<file path="config.mk">
export PLATFORM = sky130hd
export DESIGN_NAME = bcd_display_driver
export DESIGN_NICKNAME = d
export VERILOG_FILES = /design/src/rtl/bcd_display_pkg.sv /design/src/rtl/bin_to_bcd_seq.sv /design/src/rtl/bcd_display_driver.sv
export SDC_FILE = /design/constraint.sdc
export NUM_CORES = 1
export LEC_CHECK = 0
export CAP_MARGIN = 40
export CORE_ASPECT_RATIO = 1.25
export CORE_MARGIN = 2
export CORE_UTILIZATION = 56
export DETAILED_ROUTE_END_ITERATION = 10
export PLACE_DENSITY = 0.76
export SLEW_MARGIN = 20
export SYNTH_ARGS = -nofsm -noshare
export SYNTH_HDL_FRONTEND = slang
export SYNTH_SLANG_ARGS = --single-unit
</file>
<file path="constraint.sdc">
create_clock -name clk -period 6.2 [get_ports clk]
set_input_delay 1.86 -clock clk [delete_from_list [all_inputs] [get_ports clk]]
set_output_delay 1.86 -clock clk [all_outputs]
set_load 0.1 [all_outputs]
</file>
<file path="src/rtl/bcd_display_pkg.sv">
// Shared types, constants and helpers for the decimal seven-segment display path.
package bcd_display_pkg;

   typedef enum logic [1:0] {
      IDLE  = 2'd0,
      SHIFT = 2'd1,
      DONE  = 2'd2
   } state_t;

   localparam logic [7:0] SEG_BLANK   = 8'hFF;
   localparam int         MAX_DISPLAY = 9999;

   // Active-low {g,f,e,d,c,b,a}; anything outside 0..9 goes dark.
   function automatic logic [6:0] seg_decode(input logic [3:0] digit);
      logic [6:0] pattern;
      case (digit)
         4'd0:    pattern = 7'h40;
         4'd1:    pattern = 7'h79;
         4'd2:    pattern = 7'h24;
         4'd3:    pattern = 7'h30;
         4'd4:    pattern = 7'h19;
         4'd5:    pattern = 7'h12;
         4'd6:    pattern = 7'h02;
         4'd7:    pattern = 7'h78;
         4'd8:    pattern = 7'h00;
         4'd9:    pattern = 7'h10;
         default: pattern = 7'h7F;
      endcase
      return pattern;
   endfunction

   function automatic logic [15:0] dd_adjust(input logic [15:0] bcd);
      logic [15:0] adjusted;
      for (int k = 0; k < 4; k++) begin
         if (bcd[4*k +: 4] >= 4'd5) begin
            adjusted[4*k +: 4] = bcd[4*k +: 4] + 4'd3;
         end else begin
            adjusted[4*k +: 4] = bcd[4*k +: 4];
         end
      end
      return adjusted;
   endfunction

endpackage

</file>
<file path="src/rtl/bin_to_bcd_seq.sv">
// Sequential double-dabble converter: one iteration per clock, input clamped to 9999.
module bin_to_bcd_seq
   import bcd_display_pkg::*;
#(
   parameter int VALUE_WIDTH = 14
) (
   input  logic                   clk,
   input  logic                   rst_n,
   input  logic                   start,
   input  logic [VALUE_WIDTH-1:0] value,
   output logic                   busy,
   output logic                   done,
   output logic [15:0]            bcd,
   output logic                   overflow
);

   localparam int                     CNT_W     = $clog2(VALUE_WIDTH + 1);
   localparam logic [CNT_W-1:0]       LAST_ITER = CNT_W'(VALUE_WIDTH - 1);
   localparam logic [VALUE_WIDTH-1:0] MAX_VALUE = VALUE_WIDTH'(MAX_DISPLAY);

   state_t                 state;
   logic [VALUE_WIDTH-1:0] bin;
   logic [15:0]            acc;
   logic [CNT_W-1:0]       iter;
   logic                   overflow_pending;

   logic [VALUE_WIDTH-1:0] clamped;
   logic [15:0]            adjusted;
   logic [15:0]            acc_next;
   logic [VALUE_WIDTH-1:0] bin_next;

   // Clamp on capture, then add-3 correction followed by a one-bit left shift of {bcd,bin}.
   always_comb begin
      clamped  = (value > MAX_VALUE) ? MAX_VALUE : value;
      adjusted = dd_adjust(acc);
      acc_next = {adjusted[14:0], bin[VALUE_WIDTH-1]};
      bin_next = {bin[VALUE_WIDTH-2:0], 1'b0};
   end

   // Conversion FSM and datapath registers.
   always_ff @(posedge clk or negedge rst_n) begin
      if (!rst_n) begin
         state            <= IDLE;
         bin              <= '0;
         acc              <= '0;
         iter             <= '0;
         overflow_pending <= 1'b0;
         bcd              <= '0;
         overflow         <= 1'b0;
      end else begin
         case (state)
            IDLE: begin
               if (start) begin
                  bin              <= clamped;
                  overflow_pending <= (value > MAX_VALUE);
                  acc              <= '0;
                  iter             <= '0;
                  state            <= SHIFT;
               end
            end
            SHIFT: begin
               acc  <= acc_next;
               bin  <= bin_next;
               iter <= iter + CNT_W'(1);
               if (iter == LAST_ITER) begin
                  state <= DONE;
               end
            end
            DONE: begin
               bcd      <= acc;
               overflow <= overflow_pending;
               state    <= IDLE;
            end
            default: state <= IDLE;
         endcase
      end
   end

   assign busy = (state != IDLE);
   assign done = (state == DONE);

endmodule

</file>
<file path="src/rtl/bcd_display_driver.sv">
// Four-digit decimal display driver: change-triggered BCD conversion plus
// time-multiplexed common-anode scan with optional leading-zero blanking.
module bcd_display_driver
   import bcd_display_pkg::*;
#(
   parameter int VALUE_WIDTH  = 14,
   parameter int REFRESH_BITS = 17
) (
   input  logic                   clk,
   input  logic                   rst_n,
   input  logic [VALUE_WIDTH-1:0] value,
   input  logic                   blank_leading_zeros,
   input  logic [3:0]             dp_in,
   output logic [3:0]             anode,
   output logic [7:0]             segment,
   output logic                   busy,
   output logic                   overflow
);

   logic                    conv_busy;
   logic                    conv_done;
   logic [15:0]             digits;
   logic [VALUE_WIDTH-1:0]  raw_value;
   logic [VALUE_WIDTH-1:0]  last_value;
   logic                    have_value;
   logic                    start;
   logic [REFRESH_BITS-1:0] scan_cnt;
   logic [1:0]              sel;
   logic [3:0]              zero_from;
   logic [3:0]              cur_digit;
   logic                    blank_digit;
   logic [3:0]              next_anode;
   logic [7:0]              next_segment;

   assign start = !conv_busy && (!have_value || (value != last_value));
   assign sel   = scan_cnt[REFRESH_BITS-1:REFRESH_BITS-2];

   bin_to_bcd_seq #(
      .VALUE_WIDTH (VALUE_WIDTH)
   ) u_conv (
      .clk      (clk),
      .rst_n    (rst_n),
      .start    (start),
      .value    (value),
      .busy     (conv_busy),
      .done     (conv_done),
      .bcd      (digits),
      .overflow (overflow)
   );

   // The raw (unclamped) value is remembered so an over-range input does not retrigger forever.
   always_ff @(posedge clk or negedge rst_n) begin
      if (!rst_n) begin
         raw_value  <= '0;
         last_value <= '0;
         have_value <= 1'b0;
      end else begin
         if (start) begin
            raw_value <= value;
         end
         if (conv_done) begin
            last_value <= raw_value;
            have_value <= 1'b1;
         end
      end
   end

   // Free-running refresh counter.
   always_ff @(posedge clk or negedge rst_n) begin
      if (!rst_n) begin
         scan_cnt <= '0;
      end else begin
         scan_cnt <= scan_cnt + REFRESH_BITS'(1);
      end
   end

   // zero_from[k] means digit k and every digit above it are zero.
   always_comb begin
      zero_from[3] = (digits[15:12] == 4'd0);
      zero_from[2] = zero_from[3] && (digits[11:8] == 4'd0);
      zero_from[1] = zero_from[2] && (digits[7:4] == 4'd0);
      zero_from[0] = 1'b0;
      cur_digit    = digits[4*sel +: 4];
      blank_digit  = blank_leading_zeros && zero_from[sel];
      next_anode   = ~(4'b0001 << sel);
      if (blank_digit) begin
         next_segment = {~dp_in[sel], SEG_BLANK[6:0]};
      end else begin
         next_segment = {~dp_in[sel], seg_decode(cur_digit)};
      end
   end

   // Registered display outputs.
   always_ff @(posedge clk or negedge rst_n) begin
      if (!rst_n) begin
         anode   <= 4'b1111;
         segment <= SEG_BLANK;
      end else begin
         anode   <= next_anode;
         segment <= next_segment;
      end
   end

   assign busy = conv_busy;

endmodule

</file>
==> Word level (Yosys, flattened, before mapping) <==
Memory sizes are Yosys's and may differ from the RTL's.
Index checks and enable logic that the tools add are counted.
{ "word_totals": {"wordCells": 71, "mem_count": 1, "input_bits": 21, "ff_bits": 112, "romBits": 112, "output_inout_bits": 14} }
{ "op_classes": {"reduce_logical": 16, "n_mux": 19, "n_shift": 2, "magnitude_cmp": 6, "add_sub_neg": 6, "n_eq_ne": 6, "bitwise_logic": 2} }
{ "mem_list": {"columns": ["name", "words", "word_bits", "read_ports", "rd_clocked_by_memory_dff", "write_ports", "line_no", "rtl"], "rows": [
  ["(name not given)", 16, 7, 1, 0, 0, "bcd_display_pkg.sv:16", "case (digit)"]
]} }
{ "op_table": {"columns": ["op", "n"], "rows": [
  ["$pmux 16 s2", 1],
  ["$mux 14", 2],
  ["$pmux 14 s2", 1],
  ["$add 17x1->17 const B", 1],
  ["$ge 4x3->1 const B", 4],
  ["$mux 16", 1],
  ["$mux 4", 4],
  ["$shiftx 16x5->4", 1],
  ["$gt 14x14->1 const B", 1],
  ["$ne 14x14->1", 1],
  ["$add 4x2->4 const B", 3],
  ["$logic_not 4->1", 3],
  ["$pmux 4 s2", 1],
  ["$mux 7", 1],
  ["$reduce_and 2->1", 3],
  ["$add 4x1->4 const B", 1],
  ["$bmux 1 s2", 2],
  ["$eq 4x4->1 const B", 1],
  ["$logic_and 1x1->1", 4],
  ["$mux 2", 2],
  ["$not 4->4", 1],
  ["$pmux 2 s2", 1],
  ["$reduce_bool 2->1", 2],
  ["$shl 1x2->4 const A", 1],
  ["12 further kinds", 14]
]} }

==> Longest topological paths before layout <==
Gate-level depths: netlist of run 1.
{ "logic_depth": {"depth_word": 7, "mapped_depth": 7, "ltp_nobuf": 7} }

==> Modules after synthesis <==
From an unflattened synthesis of run 1, not the netlist that was laid out.
{ "unflattened": {"hier_cells": 451, "hier_area_um2": 5218.8} }
{ "modules_own_cells": {"columns": ["mod", "seq_area_each_um2", "cells_per_inst", "n_inst", "area_per_inst_um2"], "rows": [
  ["bcd_display_driver", 1466.4, 199, 1, 2631.3],
  ["bin_to_bcd_seq", 1351.3, 252, 1, 2587.5]
]} }

==> Worst setup path before layout of run 1 <==
No wires, ideal clock.
{ "synth_timing": {"path_type": "in2reg", "startpoint": "in value[3]", "endpoint": "reg u_conv.bin[10]", "slack_ns": 2.817, "t_arrival_ns": 3.259, "path_stages": 6, "required_ns": 6.075, "setup_ns": 0.125, "n_path_buf": 1, "path_cell_list": "xnor2_1 nand4_1 nor4_4 a21o_2 buf_4 mux2_2"} }
{ "synth_via": {"elab_chain_cells": 5, "word_cells_on_any_way": 9} }
{ "synth_rtl": {"columns": ["item", "line_no", "rtl"], "rows": [
  ["from (decl)", "bcd_display_driver.sv:11", "input logic [VALUE_WIDTH-1:0] value,"],
  ["branches (longest 5 deep; another with $gt 14x14->1)", null, null],
  ["to (signal assigned)", "bin_to_bcd_seq.sv:54", "bin <= clamped;"],
  ["to (signal assigned)", "bin_to_bcd_seq.sv:63", "bin <= bin_next;"],
  ["to (decl)", "bin_to_bcd_seq.sv:22", "logic [VALUE_WIDTH-1:0] bin;"]
]} }
Parallel ways; which one is timed is not known. The select of a mux whose other input is x is not followed.
A chain may end at the register's enable or synchronous reset.

==> Worst setup path after layout of run 1 <==
{ "layout_timing": {"startpoint": "in value[12]", "endpoint": "reg u_conv.bin[9]"} }
The elaborated chain is that of the path after synthesis.

==> results of run 1 <==
==> layer usage <==
| layer | part of all wire | wire, µm | up-vias |
|---|---|---|---|
| met5 | 0 | 0 | - |
| li1 | - | - | 1592 |
| met3 | 0.027 | 258 | 15 |
| met4 | 0.019 | 183 | 0 |
| met2 | 0.49 | 4690 | 58 |
| met1 | 0.46 | 4370 | 1703 |
==> cell usage in the layout (no fill, tap or decap), types with 6 or more instances in the layout <==
cell,synthesis,routed
dfrtp_1,100,100
mux2_2,44,44
clkdlybuf4s50_1,0,33
nor2_1,26,26
xnor2_1,25,25
nand2_1,24,24
o21ai_0,22,22
inv_1,17,17
ha_1,16,16
buf_8,0,15
xor2_1,13,13
a21oi_1,13,13
dfstp_2,12,12
nand2b_1,11,11
a22o_1,10,10
clkbuf_16,0,9
nand3_1,8,8
and3_1,7,7
nor3_1,6,6
and2_1,6,6
==> state kept, by name (all words and copies together) (netlist names) <==
name,cells
anode,4
have_value,1
last_value,14
raw_value,14
scan_cnt,17
segment,8
u_conv.acc,16
u_conv.bcd,16
u_conv.bin,14
u_conv.iter,4
u_conv.overflow,1
u_conv.overflow_pending,1
u_conv.state,2
==> worst paths after layout <==
path | from | end | depth (start not counted)
hold / removal | scan_cnt[9]$_DFF_PN0_ | scan_cnt[9]$_DFF_PN0_ | 1
min in group asynchronous | rst_n | scan_cnt[2]$_DFF_PN0_ | 1
setup reg to reg | last_value[10]$_DFFE_PN0N_ | u_conv.bin[9]$_DFFE_PN0P_ | 5
max in group asynchronous | rst_n | anode[3]$_DFF_PN1_ | 2
hold reg to reg | scan_cnt[9]$_DFF_PN0_ | scan_cnt[9]$_DFF_PN0_ | 1
setup / recovery | value[12] | u_conv.bin[9]$_DFFE_PN0P_ | 6
==> worst reg2reg max path: stages (launching register included) <==
cell and delay, ps:
dfrtp_1 400, xnor2_1 160, nand4_1 180, nor4_4 460
a21o_2 610, mux2_2 410
==> where the power goes <==
group	total [mW]	leakage, nW	internal, mW	switching, mW
Clock	0.543	0.132	0.276	0.267
Sequential	1.19	1.37	1.00	0.184
Combinational	1.18	1.27	0.559	0.623
==> per-stage QoR <==
stage               area (µm²)  power (mW)   util
floorplan                 5180        2.03      -
global placement          5620        2.23  0.619
detailed placement        5860        2.38  0.646
CTS                       6140        2.93  0.677
global route              6140        3.10  0.677
finish                    6140        2.91  0.677
==> cells by family (layout without fill, tap and decap cells) <==
| kind of cell | Yosys count | in the layout | share of synthesized area |
|---|---|---|---|
| compound gates | 65 | 65 | 0.0874 |
| xor+xnor | 38 | 38 | 0.0642 |
| fa+ha+maj | 16 | 16 | 0.0386 |
| buf+inv | 34 | 86 | 0.0278 |
| flops | 112 | 112 | 0.544 |
| mux | 54 | 54 | 0.127 |
| simple gates | 110 | 110 | 0.111 |
==> layout make-up <==
cell class              instances  share of cell area
inverters                      17              0.0104
flip-flops and latches        112               0.459
clock buffers                   9              0.0367
clock inverters                 7             0.00896
well taps                     123              0.0251
multi-input cells             283               0.361
repair buffers                 53              0.0986
==> impl_metrics.ini, run 1 <==
[outcome]
outcome = finished, final reports clean

[sta]
hold_violations = 0
slew_headroom = 0.501
whs_ps = 465
fmax_mhz = 246
tightestPinTransition_ps = 749
setup_slack_ps = 2140
rsz0062_at_grt = no
timing.final.crit_share = 0.655
fin_crit_ps = 4060
setup-tns-final_ps = 0
finClkSkew_ps = 11.7
drv_slew = 0
setup_violations = 0

[synth]
syn_area_per_cell_um2 = 12.1
synth_cell_type_count = 43
ys_seq_area_frac = 0.544
yosysMostFrequentCell = dfrtp_1
synth_common_cells = 100 x dfrtp_1, 44 x mux2_2, 26 x nor2_1
synth.top_cell.area_share = 0.483
yosys-top-cells-area = dfrtp_1 48%, mux2_2 9.6%, dfstp_2 6.1%
synth_nets = 466
synth_ff_type = dfrtp_1
synth_edf_count = 0
synthArstFlopShare = 1.00
ys_warn_count = 0
yosysTopAreaCell = dfrtp_1
synth_seq_cells = 112
synth_area_um2 = 5180
syn_inst = 429

[grt]
grt_util_met3 = 0.0277
grt_max_degree = 44
gr-usage-all-layers = 0.205
grt_overflow = 0
gr-usage-met2 = 0.336
grt_pass1_wl_um = 16700
antenna_found_initial = 0
grt_pass1_vias = 3423
grtUsageMet1 = 0.278
busiest_layer = met2

[critical_path]
crit_arrival_ps = 4300
required_ps = 6440
critPathMaxFanout = 32
path_class = in -> reg
end_kind = register
crit_buf_inv = 1
crit_path_start_kind = input port
slowest_delay_ps = 610
crit_slowest_cell = clkdlybuf4s50_1
worstPathCellList = clkdlybuf4s50_1, xnor2_1, nand4_1, nor4_4, a21o_2, mux2_2
critical-path-top-delay-family = simple AND/OR/NAND/NOR gates
reg2reg_setup_slack_ps = 3860

[placement]
gp_congestion = 0.837
dp_slack_ps = 1780
dpl.hpwl_um = 6570
portBuffers = 34
dpl.cell_count = 588

[cts]
htreeDepth = 3
cts_buffer_depth = 2
postCtsSetupBuffers = 0
holdBufCountCts = 0
clock-sinks = 112
ctsResizeCount = 0
clkTransAtPathRegs_ps = 80
cts_root_buf = clkbuf_16
cts_tree = yes
clkLatencyLatePin_ps = 350
cts_buffers = 9

[route]
vias = 3368
wl_per_cell_um = 15.7
wl_um = 9500
first_iter_violations = 180
drt_pass1_iterations = 4
ant_nets = 0
viasPerCell = 5.58
route.detailed.drc = 0

[job]
maxCapViolCount = 0

[pwr]
leakage_nw = 2.77
ir_drop_mv = 0.258
power.density_nw_per_um2 = 475

[cells_and_area]
fin_cells = 604
regArea_um2 = 2820
syn_to_final_growth_pct = 18.5
nNetsFinal = 513
nFillCells = 668
multi_input_area_um2 = 2220
drive_gt1_frac = 0.218
n_antenna_cell = 0

[floorplanning]
fp-row-count = 39
fp.dieW_um = 90.0
die_h_um = 112
die_area_um2 = 10000
coreArea_um2 = 9080
start_util = 0.571
ios = 35

[min_path]
hp-class = reg -> reg
(Power assumes the default switching activity.)
==> inputs of run 2 (changes only) <==
--- a/config.mk
+++ b/config.mk
@@ -8,7 +8,7 @@
 export CAP_MARGIN = 40
 export CORE_ASPECT_RATIO = 1.25
 export CORE_MARGIN = 2
-export CORE_UTILIZATION = 56
+export CORE_UTILIZATION = 53
 export DETAILED_ROUTE_END_ITERATION = 10
 export PLACE_DENSITY = 0.76
 export SLEW_MARGIN = 20
==> constraint.sdc (replaced) <==
create_clock -name clk -period 3.45 [get_ports clk]
set_input_delay 1.035 -clock clk [delete_from_list [all_inputs] [get_ports clk]]
set_output_delay 1.035 -clock clk [all_outputs]
set_load 0.1 [all_outputs]
==> run 2 against run 1 <==
First-iteration DRC count up 13%. Wire length down 0.12%. Flip-flop and latch count unchanged. Sequential share of layout area up 1.3 points. Clock power up 80%. Die area up 5.4%. Via count down 1.0%. Utilization down 5.2 points. Register-to-register slack worse by 2500 ps. Clock-buffer cell count up 5. Critical path type unchanged. Highest routed layer unchanged.
==> impl_metrics.ini, run 2 (synthesis gave the netlist of run 1 again) <==
[cts]
clkTransAtPathRegs_ps = 70
holdBufCountCts = 0
cts_buffers = 9
clock-sinks = 112
cts_tree = yes
clkLatencyLatePin_ps = 350
cts_buffer_depth = 2
postCtsSetupBuffers = 0
cts_root_buf = clkbuf_16
htreeDepth = 3
ctsResizeCount = 0

[sta]
setup_violations = 0
timing.final.crit_share = 0.812
hold_violations = 0
tightestPinTransition_ps = 742
setup-tns-final_ps = 0
finClkSkew_ps = 8.64
slew_headroom = 0.505
fmax_mhz = 357
drv_slew = 0
rsz0062_at_grt = no
fin_crit_ps = 2800

[route]
ant_nets = 0
route.detailed.drc = 0
wl_um = 9490
first_iter_violations = 204
wl_per_cell_um = 15.8
viasPerCell = 5.55
drt_pass1_iterations = 4
vias = 3334

[pwr]
leakage_nw = 2.73
internal_power_mw = 3.22
power.density_nw_per_um2 = 850
ir_drop_mv = 0.414
sequentialPowerShare = 0.420
p_comb_frac = 0.388
clkPwrFrac = 0.192
p_sw_frac = 0.365
total_power_mw = 5.08
switching_power_mw = 1.85

[floorplanning]
fp.dieW_um = 92.4
coreArea_um2 = 9560
die_h_um = 115
die_area_um2 = 10600
fp-row-count = 40
ios = 35
start_util = 0.542

[critical_path]
crit_arrival_ps = 3030
critPathMaxFanout = 15
crit_path_start_kind = input port
path_class = in -> reg
end_kind = register
required_ps = 3680
reg2reg_setup_slack_ps = 1400
r2r_cells = 6

[cells_and_area]
final_cell_mix = 100 x dfrtp_1, 44 x mux2_2, 26 x nor2_1, 26 x buf_4, 25 x xnor2_1
nNetsFinal = 507
final_common_cell = dfrtp_1
drive_gt1_frac = 0.232
syn_to_final_growth_pct = 15.2
reg_top3 = scan_cnt (17), u_conv.acc (16), u_conv.bcd (16)
design_area_um2 = 5970
largest_reg_flops = 17
regMostFlops = scan_cnt
nFillCells = 741
n_antenna_cell = 0

[placement]
dpl.hpwl_um = 6680
dpl_cell_area_um2 = 5660
portBuffers = 34
gp_congestion = 0.803

[grt]
grt_max_degree = 62
antenna_found_initial = 0
grt_overflow = 0
grt_pass1_wl_um = 16100
grt_pass1_vias = 3350
gr-usage-all-layers = 0.194

[outcome]
outcome = finished, final reports clean

[job]
maxCapViolCount = 0

[min_path]
min_path_cells = 1
hp-class = reg -> reg
-- run 2: cell count changes in the layout (fill, tap and decap cells not counted), sizes merged --
cell / before / now
clkdlybuf4s50: 33 / 19
buf: 20 / 28
clkbuf: 9 / 14
clkinvlp: 2 / 0
inv: 19 / 17
clkinv: 3 / 2
-- run 2: power by group through the flow --
stage | logic, mW | clock network (mW) | registers [mW]
2_1_floorplan | 1.28 | 0 | 2.37
6_report | 1.97 | 0.975 | 2.13
3_3_place_gp | 1.90 | 0 | 2.12
4_1_cts | 1.98 | 0.996 | 2.13
3_5_place_dp | 1.97 | 0 | 2.15
5_1_grt | 2.17 | 1.06 | 2.19
-- run 2: per-layer routing --
metal,track usage,vias up,part of all wire
met3,0.0441,12,0.034
met2,0.325,50,0.50
met4,0.0677,0,0.019
li1,-,1579,-
met5,0,-,0
met1,0.249,1693,0.44
-- run 2: cell type report --
type | instances | area [µm²] | share of cell area
clock buffers | 14 | 264 | 0.0442
clock inverters | 2 | 13.8 | 0.00231
inverters | 17 | 63.8 | 0.0107
multi-input cells | 283 | 2220 | 0.372
flip-flops and latches | 112 | 2820 | 0.472
well taps | 126 | 158 | 0.0264
repair buffers | 47 | 433 | 0.0725
-- run 2: worst paths after layout --
check | end | start
setup / recovery | u_conv.state[0]$_DFFE_PN0P_ | value[12]
hold / removal | scan_cnt[0]$_DFF_PN0_ | scan_cnt[0]$_DFF_PN0_
setup reg to reg | segment[3]$_DFF_PN1_ | scan_cnt[15]$_DFF_PN0_
hold reg to reg | scan_cnt[0]$_DFF_PN0_ | scan_cnt[0]$_DFF_PN0_
max in group asynchronous | last_value[13]$_DFFE_PN0N_ | rst_n
min in group asynchronous | segment[0]$_DFF_PN1_ | rst_n
-- run 2: critical path, stage by stage --
cell	delay, ps
clkdlybuf4s50_1	600
xnor2_1	150
nand4_1	150
nor4_4	310
a21o_2	330
buf_4	260
o21ba_2	180
-- run 2: per-stage QoR --
stage	setup WS [ps]	hold WS, ps	utilization	cells
global route	493	485	0.624	601
finish	650	473	0.624	601
CTS	643	473	0.622	600
global placement	292	446	0.592	583
floorplan	892	434	-	429
detailed placement	278	460	0.593	584
